### src/rtl/tea_pkg.sv
// Shared TEA constants and types, used by both the encryptor and the decryptor.
package tea_pkg;

  localparam logic [31:0] TEA_DELTA = 32'h9E3779B9;
  localparam logic [31:0] TEA_SUM32 = 32'hC6EF3720;

  typedef enum logic [1:0] {
    IDLE = 2'd0,
    RUN  = 2'd1,
    DONE = 2'd2
  } tea_state_t;

  // k[0] is the most significant word of the 128-bit key.
  typedef logic [0:3][31:0] tea_key_t;

endpackage

### src/rtl/tea_enc_round.sv
// One full TEA encryption cycle (both half-rounds), purely combinational.
module tea_enc_round
  import tea_pkg::*;
(
  input  logic [31:0] i_v0,
  input  logic [31:0] i_v1,
  input  logic [31:0] i_sum,
  input  tea_key_t    i_key,
  output logic [31:0] o_v0,
  output logic [31:0] o_v1,
  output logic [31:0] o_sum
);

  logic [31:0] w_sum;
  logic [31:0] w_v0;

  assign w_sum = i_sum + TEA_DELTA;

  // The freshly updated v0 feeds the v1 half-round in the same cycle.
  assign w_v0 = i_v0 + (((i_v1 << 4) + i_key[0]) ^ (i_v1 + w_sum) ^ ((i_v1 >> 5) + i_key[1]));

  assign o_v0  = w_v0;
  assign o_v1  = i_v1 + (((w_v0 << 4) + i_key[2]) ^ (w_v0 + w_sum) ^ ((w_v0 >> 5) + i_key[3]));
  assign o_sum = w_sum;

endmodule

### src/rtl/tea_enc_asmd.sv
// Iterative TEA encryptor: one TEA cycle per enabled clock, valid/ready on both sides.
module tea_enc_asmd
  import tea_pkg::*;
#(
  parameter int ROUNDS = 32
) (
  input  logic         clk,
  input  logic         rst_n,
  input  logic         ena,
  input  logic         in_valid,
  output logic         in_ready,
  input  logic [63:0]  in_data,
  input  logic [127:0] in_key,
  output logic         out_valid,
  input  logic         out_ready,
  output logic [63:0]  out_data,
  output logic         busy
);

  localparam int CW = $clog2(ROUNDS + 1);

  tea_state_t  r_state;
  logic [31:0] r_v0;
  logic [31:0] r_v1;
  logic [31:0] r_sum;
  tea_key_t    r_key;
  logic [CW-1:0] r_cnt;
  logic        r_outValid;
  logic        r_busy;

  logic [31:0] w_v0Next;
  logic [31:0] w_v1Next;
  logic [31:0] w_sumNext;

  tea_enc_round u_round (
    .i_v0  (r_v0),
    .i_v1  (r_v1),
    .i_sum (r_sum),
    .i_key (r_key),
    .o_v0  (w_v0Next),
    .o_v1  (w_v1Next),
    .o_sum (w_sumNext)
  );

  always_ff @(posedge clk or negedge rst_n) begin
    if (!rst_n) begin
      r_state    <= IDLE;
      r_v0       <= '0;
      r_v1       <= '0;
      r_sum      <= '0;
      r_key      <= '0;
      r_cnt      <= '0;
      r_outValid <= 1'b0;
      r_busy     <= 1'b0;
    end else if (ena) begin
      case (r_state)
        IDLE: begin
          if (in_valid) begin
            r_v0    <= in_data[63:32];
            r_v1    <= in_data[31:0];
            r_key   <= in_key;
            r_sum   <= '0;
            r_cnt   <= '0;
            r_busy  <= 1'b1;
            r_state <= RUN;
          end
        end
        RUN: begin
          r_v0  <= w_v0Next;
          r_v1  <= w_v1Next;
          r_sum <= w_sumNext;
          r_cnt <= r_cnt + CW'(1);
          if (r_cnt == CW'(ROUNDS - 1)) begin
            r_outValid <= 1'b1;
            r_state    <= DONE;
          end
        end
        DONE: begin
          if (out_ready) begin
            r_outValid <= 1'b0;
            r_busy     <= 1'b0;
            r_state    <= IDLE;
          end
        end
        default: begin
          r_outValid <= 1'b0;
          r_busy     <= 1'b0;
          r_state    <= IDLE;
        end
      endcase
    end
  end

  assign in_ready  = (r_state == IDLE) && ena;
  assign out_valid = r_outValid;
  assign out_data  = {r_v0, r_v1};
  assign busy      = r_busy;

endmodule

### config.mk
export PLATFORM = sky130hd
export DESIGN_NAME = tea_enc_asmd
export DESIGN_NICKNAME = d
export VERILOG_FILES = /design/src/rtl/tea_pkg.sv /design/src/rtl/tea_enc_round.sv /design/src/rtl/tea_enc_asmd.sv
export SDC_FILE = /design/constraint.sdc
export NUM_CORES = 1
export LEC_CHECK = 0
export ABC_AREA = 1
export BUFFER_PORTS_ARGS = -buffer_cell sky130_fd_sc_hd__buf_2
export CAP_MARGIN = 10
export CORE_MARGIN = 3
export CORE_UTILIZATION = 55
export CTS_CLUSTER_SIZE = 10
export DETAILED_ROUTE_END_ITERATION = 8
export MAX_ROUTING_LAYER = met4
export PLACE_DENSITY = 0.76
export SYNTH_ARGS = -nofsm -noshare
export SYNTH_HDL_FRONTEND = slang
export SYNTH_SLANG_ARGS = --single-unit
### constraint.sdc
create_clock -name clk -period 15.6 [get_ports clk]
set_clock_uncertainty 0.2 [all_clocks]
set_input_delay 2.34 -clock clk [delete_from_list [all_inputs] [get_ports clk]]
set_output_delay 2.34 -clock clk [all_outputs]
set_load 0.01 [all_outputs]
==> results.sh <==
export IMPL_status="complete, no violations"
export IMPL_row_count=74
export IMPL_clk_pin_slew_ns=0.05
export IMPL_critPathRequiredTime_ns=15.87
export IMPL_first_iter_violations=2116
export IMPL_io_pins=264
export IMPL_cts_hold_buf=0
export IMPL_placed_cell_area_sq_mm=0.0249
export IMPL_synth_top_area_cell="dfrtp_1"
export IMPL_worst_setup_path_start_kind="flip-flop"
export IMPL_rsz0062_at_grt="no"
export IMPL_syn_num_nets=3714
export IMPL_viasPerCell=5.85
export IMPL_timing_rr_start="r_sum[0]"
export IMPL_syn_area_sq_mm=0.0230
export IMPL_core_area_sq_mm=0.0411
export IMPL_grt_overflow_total=0
export IMPL_synth_area_top_cells="dfrtp_1 25%, nand2_1 16%, ha_1 14%, xor2_1 9.1%, a21oi_1 5.8%"
export IMPL_grt_pass1_wl_um=125000
export IMPL_place_hpwl_um=65700
export IMPL_die_h_um=211
export IMPL_finalSetupViolations=0
export IMPL_slowest_delay_ns=0.71
export IMPL_synth_seq_cells=234
export IMPL_htreeDepth=1
export IMPL_drt_pass1_iterations=7
export IMPL_critical_path_arrival_ns=10.43
export IMPL_wl_per_cell_um=20.3
export IMPL_path_class="reg2reg"
export IMPL_synth_distinct_cells=58
export IMPL_postRouteAntennaNets=0
export IMPL_syn_inst=3258
export IMPL_grt_pass1_vias=22900
export IMPL_areaGrowthSynthToFinish_pct=12.0
export IMPL_final_nets=3958
export IMPL_worst_pin_slew_ns=1.01
export IMPL_critPathLaunch="r_sum[0]"
export IMPL_setup_tns_ns=0
export IMPL_ys_seq_area_frac=0.254
export IMPL_route_met3_wl_um=6350
export IMPL_top_layer_used="met4"
export IMPL_hp_start="r_key[71]"
export IMPL_cts_sinks=234
export IMPL_fmax_mhz=98.3
export IMPL_drive_gt1_frac=0.107
export IMPL_cts_resized=0
export IMPL_min_period_ns=10.17
export IMPL_grt_antenna_before_repair=0
export IMPL_yosys_most_used_dff="dfrtp_1"
export IMPL_cts_made_buffers=30
export IMPL_cp_max_fo=5
export IMPL_antenna_cells=0
export IMPL_grt_total_usage=0.369
export IMPL_wl_met1_um=34900
export IMPL_cp_slowest_cell="o311ai_1"
export IMPL_fin_util=0.628
export IMPL_gp_congestion=1.04
export IMPL_stdcell_area_sq_mm=0.0258
export IMPL_numPortBuffers=263
export IMPL_synth_edf_count=0
export IMPL_design_die_area_sq_mm=0.0444
export IMPL_crit_path_end_kind="flip-flop"
export IMPL_route_detailed_drc=0
export IMPL_clk_path_buf_depth=3
export IMPL_min_period_over_period=0.652
export IMPL_clk_latency_ns=0.59
export IMPL_finalHoldViolCount=0
export IMPL_tritoncts="done"
export IMPL_die_width_um=211
export IMPL_vias=23700
export IMPL_hold_class="reg2reg"
export IMPL_clock_root_buffer="clkbuf_16"
export IMPL_postCtsSetupRepairBufs=0
export IMPL_yosys_warnings=0
export IMPL_drt_wl_total_um=82200
export IMPL_avgSynthCellArea_sq_um=7.07
export IMPL_slew_violations=0
export IMPL_initial_utilization=0.561
export IMPL_crit_top_cell="nand2_1"
export IMPL_dr_wl_met2_um=37800
export IMPL_synthArstFlopShare=1.00
export IMPL_max_cap_violations=0
export IMPL_max_slew_margin=0.328
export IMPL_grt_max_degree=100
export IMPL_synth_top_area_frac=0.254
## logic make-up (layout without fill, tap and decap cells)
logic type,Yosys count,after routing,share of synthesized area
buffers and inverters,361,617,0.0593
xor gates and xnor gates,362,362,0.138
DFF,234,234,0.254
AOI/OAI and AO/OA,642,642,0.162
adders and majority gates,259,259,0.143
and+or+nand+nor,1400,1400,0.244
## path summary, 6_finish.rpt
kind / cells after the start / slack [ns] / to
worst max-delay path: 50 / 5.43 / r_v1[31]
worst min-delay path: 2 / 0.28 / r_key[71]
worst max register to register: 50 / 5.43 / r_v1[31]
worst min register to register: 2 / 0.28 / r_key[71]
max in group asynchronous: 3 / 11.37 / r_key[21]
min in group asynchronous: 1 / 1.54 / r_key[65]
## area by class of cell
type / count / area, sq um
Multi-Input combinational cell: 2663 / 15800
Fill cell: 3693 / 15300
Sequential cell: 234 / 5860
Timing Repair Buffer: 274 / 1410
Inverter: 299 / 1120
Clock buffer: 37 / 818
Tap cell: 532 / 666
Clock inverter: 7 / 91.3
## critical path, delay by kind of cell (launching register included)
family	cells	cell delay [ns]
simple gates	20	2.32
buf+inv	5	0.51
compound gates	15	3.38
flops	1	0.41
xor+xnor	5	1.59
fa+ha+maj	5	1.68
## cell usage in the layout, fill, tap and decap left out, types with 4 or more instances in the layout
| cell | Yosys | final |
|---|---|---|
| nor3_1 | 34 | 34 |
| inv_1 | 280 | 279 |
| o21a_1 | 13 | 13 |
| o221ai_1 | 6 | 6 |
| clkbuf_1 | 49 | 4 |
| a31oi_1 | 18 | 18 |
| o31ai_1 | 5 | 5 |
| a21boi_1 | 5 | 5 |
| buf_2 | 10 | 262 |
| inv_2 | 18 | 18 |
| clkbuf_16 | 0 | 31 |
| o21bai_1 | 18 | 18 |
| o22ai_1 | 18 | 18 |
| nand4_1 | 21 | 21 |
| o21ai_1 | 39 | 39 |
| dfrtp_1 | 234 | 234 |
| a21oi_2 | 5 | 5 |
| nand2_1 | 1003 | 1003 |
| and2_1 | 4 | 4 |
| nand3_1 | 104 | 104 |
| o21ai_0 | 144 | 144 |
| o21ai_2 | 12 | 12 |
| xnor2_1 | 121 | 121 |
| nand3b_1 | 4 | 4 |
| nor4_1 | 8 | 8 |
| ha_1 | 251 | 251 |
| xor2_1 | 240 | 240 |
| o211ai_1 | 31 | 31 |
| a21boi_0 | 6 | 6 |
| buf_4 | 0 | 11 |
| a21oi_1 | 268 | 268 |
| a21o_1 | 28 | 28 |
| nor2_1 | 201 | 198 |
| fa_1 | 8 | 8 |
| a221oi_1 | 6 | 6 |
## sequential cells by signal (all words and copies together) (netlist names)
name / cells
busy: 1
out_valid: 1
r_cnt: 6
r_key: 128
r_state: 2
r_sum: 32
r_v0: 32
r_v1: 32
## stage by stage
stage          worst slack, ns  instances  hold slack (ns)
3_3_place_gp              5.79       4002            0.261
3_5_place_dp              5.62       4002            0.268
2_1_floorplan             7.90       3258            0.246
6_report                  5.43       4046            0.283
4_1_cts                   5.61       4046            0.281
5_1_grt                   4.78       4046            0.293
## layer usage
metal,track usage,up-vias
li1,-,11300
met1,0.490,11200
met2,0.596,1041
met3,0.0374,162
met4,0.119,0
met5,-,-
## synthesized netlist by cell type (3+ instances only)
master / n
nor2_1: 201
nand2_1: 1003
a21oi_2: 5
a211oi_1: 3
ha_1: 251
nand2_2: 3
a31o_2: 3
a21boi_1: 5
o211ai_1: 31
o31ai_1: 5
xor2_1: 240
xnor2_1: 121
o22ai_1: 18
nand4_1: 21
and2_1: 4
nor3_1: 34
o21ai_2: 12
o21bai_1: 18
nand3_2: 3
o21a_1: 13
o221ai_1: 6
inv_1: 280
buf_2: 10
fa_1: 8
buf_1: 3
a221oi_1: 6
clkbuf_1: 49
a21o_1: 28
o21ai_1: 39
nand3_1: 104
nor2_2: 3
nor4_1: 8
o21ai_0: 144
a21boi_2: 3
a31oi_1: 18
dfrtp_1: 234
a21oi_1: 268
nand3b_1: 4
a21boi_0: 6
inv_2: 18
Power is left out: the tool's default activity adds up to more than one toggle a clock period on the data nets, which glitch-free logic cannot reach.
